### src/rtl/shift_arbiter.sv
// Two-requester round-robin front end to a 32-bit barrel shifter (LSL/LSR/ASR/ROR).
// Results land in a one-entry register that drains and refills in the same cycle.
module shift_arbiter #(
    parameter int AMT_W = 8
) (
    input  logic             clk,
    input  logic             reset,
    input  logic             req0_valid,
    output logic             req0_ready,
    input  logic [1:0]       req0_sh,
    input  logic [AMT_W-1:0] req0_amt,
    input  logic [31:0]      req0_data,
    input  logic             req1_valid,
    output logic             req1_ready,
    input  logic [1:0]       req1_sh,
    input  logic [AMT_W-1:0] req1_amt,
    input  logic [31:0]      req1_data,
    output logic             res_valid,
    input  logic             res_ready,
    output logic [31:0]      res_data,
    output logic             res_id
);

    localparam logic [1:0] SH_LSL = 2'd0;
    localparam logic [1:0] SH_LSR = 2'd1;
    localparam logic [1:0] SH_ASR = 2'd2;

    logic             ptr_reg;
    logic             slot_free;
    logic             grant_id;
    logic             accept;
    logic [1:0]       op_sh;
    logic [AMT_W-1:0] op_amt;
    logic [31:0]      op_data;
    logic [4:0]       amt_lo;
    logic             amt_big;
    logic [5:0][31:0] stage;
    logic [31:0]      shift_result;

    assign slot_free = !res_valid || res_ready;

    // On a tie the requester that did not win last time goes first.
    always_comb begin
        grant_id = 1'b0;
        if (req0_valid && req1_valid) begin
            grant_id = !ptr_reg;
        end else if (req1_valid) begin
            grant_id = 1'b1;
        end
    end

    assign req0_ready = !reset && slot_free && req0_valid && !grant_id;
    assign req1_ready = !reset && slot_free && req1_valid &&  grant_id;
    assign accept     = req0_ready || req1_ready;

    assign op_sh   = grant_id ? req1_sh   : req0_sh;
    assign op_amt  = grant_id ? req1_amt  : req0_amt;
    assign op_data = grant_id ? req1_data : req0_data;

    generate
        if (AMT_W > 5) begin : g_wide_amt
            assign amt_lo  = op_amt[4:0];
            assign amt_big = |op_amt[AMT_W-1:5];
        end else begin : g_narrow_amt
            assign amt_lo  = 5'(op_amt);
            assign amt_big = 1'b0;
        end
    endgenerate

    // Log-depth barrel: stage gi moves the word by 2**gi when amt bit gi is set.
    assign stage[0] = op_data;

    generate
        for (genvar gi = 0; gi < 5; gi++) begin : g_stage
            localparam int K = 1 << gi;
            logic [31:0] moved;

            always_comb begin
                case (op_sh)
                    SH_LSL:  moved = {stage[gi][31-K:0], {K{1'b0}}};
                    SH_LSR:  moved = {{K{1'b0}}, stage[gi][31:K]};
                    SH_ASR:  moved = {{K{stage[gi][31]}}, stage[gi][31:K]};
                    default: moved = {stage[gi][K-1:0], stage[gi][31:K]};
                endcase
            end

            assign stage[gi+1] = amt_lo[gi] ? moved : stage[gi];
        end
    endgenerate

    // Amounts of 32 or more saturate for the plain shifts; rotate keeps amt mod 32.
    always_comb begin
        shift_result = stage[5];
        if (amt_big) begin
            case (op_sh)
                SH_LSL,
                SH_LSR:  shift_result = 32'h0;
                SH_ASR:  shift_result = {32{op_data[31]}};
                default: shift_result = stage[5];
            endcase
        end
    end

    always_ff @(posedge clk or posedge reset) begin
        if (reset) begin
            res_valid <= 1'b0;
            res_data  <= 32'h0;
            res_id    <= 1'b0;
            ptr_reg   <= 1'b1;
        end else begin
            if (accept) begin
                res_valid <= 1'b1;
                res_data  <= shift_result;
                res_id    <= grant_id;
                ptr_reg   <= grant_id;
            end else if (res_ready) begin
                res_valid <= 1'b0;
            end
        end
    end

endmodule

### config.mk
export PLATFORM = sky130hd
export DESIGN_NAME = shift_arbiter
export DESIGN_NICKNAME = d
export VERILOG_FILES = /design/src/rtl/shift_arbiter.sv
export SDC_FILE = /design/constraint.sdc
export NUM_CORES = 1
export LEC_CHECK = 0
export BUFFER_PORTS_ARGS = -buffer_cell sky130_fd_sc_hd__buf_4
export CAP_MARGIN = 5
export CORE_MARGIN = 2
export CORE_UTILIZATION = 35
export CTS_CLUSTER_SIZE = 16
export DETAILED_ROUTE_END_ITERATION = 12
export PLACE_DENSITY = 0.55
export RECOVER_POWER = 50
export SLEW_MARGIN = 15
export SYNTH_ARGS = -nofsm -noshare
export SYNTH_HDL_FRONTEND = slang
export SYNTH_SLANG_ARGS = --single-unit
### constraint.sdc
create_clock -name clk -period 4.01 [get_ports clk]
set_input_delay 0.2005 -clock clk [delete_from_list [all_inputs] [get_ports clk]]
set_output_delay 0.2005 -clock clk [all_outputs]
set_load 0.1 [all_outputs]
# Word level (Yosys, flattened, before mapping)
# Index checks and enable logic that the tools add are counted.
# totals
reg_bits	35
input_bits	89
output_inout_bits	36
word_cells	41
# op_classes
eq_ne	2
mux	19
n_reduce_logical	16
# ops
operator	n
$pmux W32 S3	5
$mux W32	7
$pmux W32 S2	1
$mux W8	1
$logic_and A1 B1 Y1	6
$logic_not A1 Y1	4
$mux W1	4
$reduce_or A3 Y1	1
$eq A2 B1 Y1 const B	1
$eq A2 B2 Y1 const B	1
$logic_not A2 Y1	1
$logic_or A1 B1 Y1	2
$mux W2	1
$reduce_bool A2 Y1	1
$reduce_or A2 Y1	1

# Depth between registers and ports, before layout
# Gate-level depths: netlist of the first run.
# depth
ltp_word	16
mapped_depth	14
depth_no_buf	9

# Least setup slack after synthesis of the first run
# Ideal clock, no wire load.
# synth_timing
kind	flip-flop to output port
from	register ptr_reg
to	output port req0_ready
t_arrival_ps	2567
required_ps	3809
setup_slack_ps	1242
stages_incl_launch_ff	7
path_buffers	4
path_cell_list	dfstp_2 > a21boi_2 > buf_2 > buf_4 > buf_4 > buf_2 > nor2_1
# synth_between
elab_chain_len	4
# synth_lines
element	line	source
from (decl)	28	logic ptr_reg;
from (signal assigned)	115	ptr_reg <= grant_id;
$logic_not A1 Y1	46	grant_id = !ptr_reg;
$mux W1	45	if (req0_valid && req1_valid) begin
$logic_not A1 Y1	52	assign req0_ready = !reset && slot_free && req0_valid && !grant_id;
$logic_and A1 B1 Y1	52	
to (decl)	9	output logic req0_ready,
# Every way passes these cells.

# Worst setup path in the final report of the first run
# layout_timing
from	register ptr_reg
to	register res_data[4]
# layout_between
elab_chain_len	16
word_cells_on_any_way	26
cone_classes	eq/ne (2); mux (16); reduce/logical (8)
# layout_lines
element	line	source
$logic_not A1 Y1 (*)	46	
$mux W1 (*)	45	
$mux W2	56	assign op_sh = grant_id ? req1_sh : req0_sh;
$eq A2 B2 Y1 (tied with other cells)	79, 95	
$pmux W32 S3	79	case (op_sh)
$mux W32	87	assign stage[gi+1] = amt_lo[gi] ? moved : stage[gi];
$pmux W32 S3	79	
$mux W32	87	
$pmux W32 S3	79	
$mux W32	87	
$pmux W32 S3	79	
$mux W32	87	
$pmux W32 S3	79	
$mux W32	87	
$pmux W32 S2	95	case (op_sh)
$mux W32	94	if (amt_big) begin
to (signal assigned)	113	res_data <= shift_result;
to (decl)	20	output logic [31:0] res_data,
# Every way passes the cells marked *; elsewhere a longest branch is shown, timed or not.
# A chain may end at the register's enable or synchronous reset.

==> results.toml, run 1 <==
[timing]
relSlewSlack_pct = -32.0
final_clock_period_utilization_by_the_worst_path_pct = 93.3
post-route-min-period_ps = 3740
fin_ws_ps = 269
final_count_of_negative_setup_slack_endpoints = 0
clock_skew_ps = 4.15
final.setup.tns_ps = 0
rsz0062_at_grt = "no"
worst_max_slew_pin_slew_ps = 1980
achievable-frequency_mhz = 267
max_slew_violation_count = 36
report.final.hold_viol_count = 0

[hold_path]
hold_class = "input port to flop"

[logic_synthesis]
avgSynthCellArea_um2 = 6.80
yosysTopAreaCell = "sky130_fd_sc_hd__dfrtp_1"
synth.distinct_cells = 86
synth_nets = 1231
ys_seq_area_share_pct = 11.3
post_synth_instance_area_um2 = 7760
post_synth_inst_count = 1142
register_bit_total_from_synthesis = 35
ys_warn_count = 0
async_flop_share_pct = 100
synth_largest_type_area_fraction_pct = 11.0
synth.top_cells.by_area = "sky130_fd_sc_hd__dfrtp_1, sky130_fd_sc_hd__mux2i_1, sky130_fd_sc_hd__o21ai_0, sky130_fd_sc_hd__nand2_1, sky130_fd_sc_hd__a21oi_1"
dominantRegCellSynth = "sky130_fd_sc_hd__dfrtp_1"
synth-edff-count = 0

[cells_and_area]
nNetsFinal = 1289
area_growth_synth_to_finish_pct = 16.8
antennaDiodeCount = 0
largest_register_ff_count = 32
layout_cell_share_with_drive_strength_beyond_1_pct = 18.8
multi_input_combinational_cell_area_um2 = 6350
layout.filler_cells = 2360
largest_register = "res_data"
seqCellArea_um2 = 877
layout.cells.most_common = "sky130_fd_sc_hd__buf_4"
final_cell_mix = "sky130_fd_sc_hd__buf_4, sky130_fd_sc_hd__nand2_1, sky130_fd_sc_hd__nor2_1"

[power_and_ir_drop]
vdd.ir_drop.worst_uv = 286
comb_power_share_pct = 74.7
power_switching_share_pct = 60.4
power_frac_seq_pct = 14.4
power.net_switching_mw = 2.17
clock_power_share_pct = 10.8
cellInternalPower_mw = 1.42
p_leak_nw = 3.40
power_per_cell_area_nw_per_um2 = 396

[detailed_routing]
detail_route.drc_violations = 0
totalWireLength_um = 38300
drt.antenna.violating_nets = 0
drt_first_iter_violations = 1425
drt-vias-per-instance = 6.91
vias = 10200
drt-wirelength-per-cell_um = 25.9
drtPass1Iterations = 7

[clock_tree]
clock_insertion_delay_worst_skew_ps = 280
total_of_cells_resized_after_clock_tree_synthesis = 0
htree_levels = 2
tritoncts = "done"
cts_buffers = 5
cts_max_path_buffers = 2
clk_root_buffer_cell = "sky130_fd_sc_hd__clkbuf_16"
cts_hold_buffers = 0
path_clk_slew_ps = 50
postCtsSetupBuffers = 0
tritoncts_num_sinks = 35

[die]
fp.dieArea_um2 = 23400
io-pin-count = 125
floorplan.rows = 54
floorplan.die.height_um = 153
design.core.area_um2 = 21800
floorplan.initialDensity_pct = 35.6
dieWidth_um = 153

[grt]
first_global_vias = 9509
grt_pass1_wl_um = 58400
top_usage_layer = "met2"
grt.total_usage_pct = 31.3
global_route.usage.met1_pct = 43.7
antenna_found_initial = 0
grt_start_max_net_pins = 57
met2_usage_grt_pct = 49.5
grt.overflow.total = 0
gr-usage-met3_pct = 5.56

[worst_setup_path]
timing.critical_path.required_ps = 4170
timing.critical_path.from_type = "flop"
cp.arrival_ps = 3900
setup.worst_path.end_class = "flop"
crit_fanout = 25
startpoint_to_endpoint_class_of_the_critical_path = "flop to flop"

[run_status]
failing_checks = "capacitance limit, slew limit"
run_status = "finished with violations"

[placement]
placement.io_buffers = 124
dp_slack_ps = 361
gp_congestion = 0.980
dpl.hpwl_um = 28900

[flow_run]
max_cap_viol_count = 1
Yosys cell counts (all sizes together), types with 5 or more instances:
| cell | number |
|---|---|
| o21ai | 93 |
| a311oi | 27 |
| o31ai | 17 |
| o22ai | 13 |
| buf | 68 |
| nand2 | 118 |
| o2bb2ai | 5 |
| nand2b | 9 |
| a22oi | 5 |
| nor4 | 7 |
| or3b | 20 |
| o2111ai | 9 |
| o221ai | 15 |
| nor3 | 47 |
| mux2 | 17 |
| and2 | 9 |
| or3 | 14 |
| a2111oi | 9 |
| mux2i | 57 |
| nand4 | 16 |
| inv | 15 |
| or2 | 7 |
| nor2b | 11 |
| o311ai | 6 |
| nand3 | 33 |
| clkbuf | 52 |
| a221oi | 16 |
| dfrtp | 34 |
| o211ai | 31 |
| o221a | 5 |
| a31oi | 32 |
| a21oi | 79 |
| nor2 | 103 |
| a211oi | 49 |
| o21a | 21 |
| a21o | 8 |
power by group through the flow:
stage	registers (mW)	clock network, mW	logic (mW)
after detailed placement	0.527	0	2.67
after global routing	0.532	0.412	2.81
final	0.517	0.389	2.68
after floorplan	1.22	0	1.18
after global placement	0.525	0	2.68
after CTS	0.521	0.394	2.67
critical path: stages (launching register included):
cell and delay [ps]:
sky130_fd_sc_hd__dfstp_2 590, sky130_fd_sc_hd__a21bo_4 400, sky130_fd_sc_hd__buf_4 320, sky130_fd_sc_hd__a22o_4 370, sky130_fd_sc_hd__a311oi_1 200, sky130_fd_sc_hd__o21ai_0 640, sky130_fd_sc_hd__nand2_1 210, sky130_fd_sc_hd__o221ai_1 290
sky130_fd_sc_hd__nand2_1 120, sky130_fd_sc_hd__a221oi_1 390, sky130_fd_sc_hd__nor2_1 80
kinds of logic after synthesis:
kind of cell | after synthesis | share of synthesized area (%)
buffers and inverters | 135 | 7.83
AO/OA/AOI/OAI | 490 | 44.9
flip-flops | 35 | 11.3
XOR/XNOR | 1 | 0.113
AND/OR/NAND/NOR | 404 | 25.0
multiplexers | 77 | 10.8
final cells by class:
class,instances,area share [%]
Inverter,15,0.621
Tap cell,280,3.86
Sequential cell,35,9.68
Timing Repair Buffer,171,14.2
Clock buffer,6,1.53
Clock inverter,1,0.0552
Multi-Input combinational cell,972,70.0
per-stage QoR:
step	hold WS (ps)	power (mW)	utilization (%)	std cells	instance area [µm²]
after global placement	342	3.20	41.2	1473	8990
after CTS	52.5	3.59	41.9	1480	9140
after detailed placement	352	3.19	41.2	1473	8990
after global routing	145	3.75	41.5	1480	9060
after floorplan	354	2.39	-	1142	7760
final	146	3.59	41.5	1480	9060
per-layer routing:
metal	vias to the layer above	wire length [µm]
li1	4583	-
met1	4882	15900
met2	666	17300
met3	99	3740
met4	0	1320
met5	-	0
worst paths after layout:
check                      startpoint      endpoint  slack (ps)  cells past startpoint
setup / recovery              ptr_reg   res_data[4]         270                     10
hold / removal             req0_valid       ptr_reg         150                      2
setup reg to reg              ptr_reg   res_data[4]         270                     10
hold reg to reg                res_id        res_id         490                      1
max in group asynchronous       reset  res_data[27]        2250                      3
min in group asynchronous       reset        res_id         610                      3
No activity file was read; power rests on OpenSTA's default activity.
==> run 2: changes to the inputs <==
--- a/config.mk
+++ b/config.mk
@@ -9,6 +9,7 @@
 export CAP_MARGIN = 5
 export CORE_MARGIN = 2
 export CORE_UTILIZATION = 35
+export CTS_CLUSTER_DIAMETER = 60
 export CTS_CLUSTER_SIZE = 16
 export DETAILED_ROUTE_END_ITERATION = 12
 export PLACE_DENSITY = 0.55
==> constraint.sdc (replaced) <==
create_clock -name clk -period 4.01 [get_ports clk]
set_input_delay 0.6015 -clock clk [delete_from_list [all_inputs] [get_ports clk]]
set_output_delay 0.6015 -clock clk [all_outputs]
set_load 0.1 [all_outputs]
==> run 2 against run 1 <==
The run still ends with capacitance limit, slew limit left. Fmax increased by 4.6%. Global-route usage grew 0.76 points. Clock skew increased by 5.4 ps. First-iteration DRC count increased by 13%.
==> results.toml, run 2 (synthesis results as in run 1) <==
[timing]
relSlewSlack_pct = -11.0
post-route-min-period_ps = 3580
final_count_of_negative_setup_slack_endpoints = 0
hold_slack_ps = 197
report.final.hold_viol_count = 0
max_slew_violation_count = 32
final_clock_period_utilization_by_the_worst_path_pct = 89.2
worst_max_slew_pin_slew_ps = 1670
final.setup.tns_ps = 0
clock_skew_ps = 9.55
rsz0062_at_grt = "no"
achievable-frequency_mhz = 280

[grt]
grt_start_max_net_pins = 75
grt.overflow.total = 0
grt.total_usage_pct = 32.1
first_global_vias = 9710
grt_pass1_wl_um = 59500
antenna_found_initial = 0

[hold_path]
hold_class = "input port to async pin"

[power_and_ir_drop]
power_frac_seq_pct = 13.8
power_per_cell_area_nw_per_um2 = 399
power_switching_share_pct = 58.7
clock_power_share_pct = 12.4
cellInternalPower_mw = 1.54
vdd.ir_drop.worst_uv = 319
power.net_switching_mw = 2.20
comb_power_share_pct = 73.8
p_leak_nw = 3.60

[die]
floorplan.die.height_um = 153
floorplan.initialDensity_pct = 35.6
dieWidth_um = 153
io-pin-count = 125
floorplan.rows = 54
fp.dieArea_um2 = 23400
design.core.area_um2 = 21800

[placement]
gp_congestion = 0.985
placement.io_buffers = 124
dpl.hpwl_um = 29600
placed_area_um2 = 9270

[worst_setup_path]
r2r-start = "ptr_reg"
startpoint_to_endpoint_class_of_the_critical_path = "flop to flop"
r2r_cells = 10
cp-endpoint = "res_data[0]"
cp.arrival_ps = 3740
timing.critical_path.required_ps = 4170
r2r_slack_ps = 430
cp-startpoint = "ptr_reg"
timing.critical_path.from_type = "flop"
worstReg2RegEnd = "res_data[0]"
crit_fanout = 74
setup.worst_path.end_class = "flop"

[clock_tree]
clk_root_buffer_cell = "sky130_fd_sc_hd__clkbuf_16"
tritoncts = "done"
clock_insertion_delay_worst_skew_ps = 290
tritoncts_num_sinks = 35
cts_buffers = 5
cts_max_path_buffers = 2
htree_levels = 2
total_of_cells_resized_after_clock_tree_synthesis = 0
path_clk_slew_ps = 50
postCtsSetupBuffers = 0
cts_hold_buffers = 0

[run_status]
run_status = "finished with violations"
failing_checks = "capacitance limit, slew limit"

[cells_and_area]
antennaDiodeCount = 0
layout.filler_cells = 2315
largest_register_ff_count = 32
nNetsFinal = 1328
largest_register = "res_data"
layout.cells.most_common = "sky130_fd_sc_hd__buf_4"
layout_cell_share_with_drive_strength_beyond_1_pct = 21.5
area_growth_synth_to_finish_pct = 20.8
finish.instance_area_um2 = 9380
final_cell_mix = "sky130_fd_sc_hd__buf_4, sky130_fd_sc_hd__nand2_1, sky130_fd_sc_hd__nor2_1"

[detailed_routing]
drt-vias-per-instance = 6.90
vias = 10500
detail_route.drc_violations = 0
drtPass1Iterations = 6
drt.antenna.violating_nets = 0
totalWireLength_um = 38900
drt-wirelength-per-cell_um = 25.6
drt_first_iter_violations = 1617

[flow_run]
max_cap_viol_count = 1
run 2: cell count changes in the layout (fill, tap and decap cells not counted):
cell and delta:
sky130_fd_sc_hd__clkbuf_4 +1, sky130_fd_sc_hd__bufinv_16 +1, sky130_fd_sc_hd__clkbuf_1 -1, sky130_fd_sc_hd__buf_12 -1, sky130_fd_sc_hd__buf_4 +40
run 2: layer usage:
layer	GRT usage [%]	wire (µm)	part of all wire, %
met2	48.7	17100	44
met4	11.8	1670	4.3
met5	0	0	0
met3	7.14	4220	11
met1	44.6	15900	41
run 2: metrics by stage:
step	worst slack (ps)	instances	util, %	power, mW
after floorplan	697	1142	-	2.39
after global placement	368	1512	42.5	3.27
after detailed placement	389	1512	42.5	3.26
after CTS	575	1520	43.3	3.74
after global routing	295	1520	43.0	3.91
final	434	1520	43.0	3.74
run 2: how the worst min path moves through the flow:
stage	startpoint	end	slack [ps]	cells after the start
finish	reset	res_id	200	2
detailed placement	res_id	res_id	470	1
floorplan	ptr_reg	ptr_reg	520	2
global route	reset	res_id	230	2
global placement	res_id	res_id	480	1
CTS	reset	res_id	230	2
run 2: worst max-delay path, stage by stage, from the launching register on:
cell and delay (ps):
sky130_fd_sc_hd__dfstp_2 590, sky130_fd_sc_hd__a21bo_4 170, sky130_fd_sc_hd__buf_12 310, sky130_fd_sc_hd__mux2i_4 580, sky130_fd_sc_hd__buf_4 360, sky130_fd_sc_hd__nor2_1 110, sky130_fd_sc_hd__a2bb2o_1 290, sky130_fd_sc_hd__o21ai_0 310
sky130_fd_sc_hd__o21ai_0 210, sky130_fd_sc_hd__a221oi_1 360, sky130_fd_sc_hd__nor2_1 80
run 2: layout make-up:
class | count | area [µm²] | area share, %
multi-input combinational | 972 | 6350 | 67.7
timing repair buffer | 210 | 1570 | 16.8
sequential | 35 | 877 | 9.35
tap | 280 | 350 | 3.74
clock buffer | 6 | 139 | 1.48
inverter | 15 | 56.3 | 0.600
clock inverter | 2 | 35.0 | 0.374
run 2: power groups by stage:
stage	Clock (mW)	Sequential (mW)	Combinational [mW]
after CTS	0.468	0.521	2.75
after global placement	0	0.526	2.75
after global routing	0.488	0.533	2.89
after floorplan	0	1.22	1.18
final	0.464	0.518	2.76
after detailed placement	0	0.525	2.74
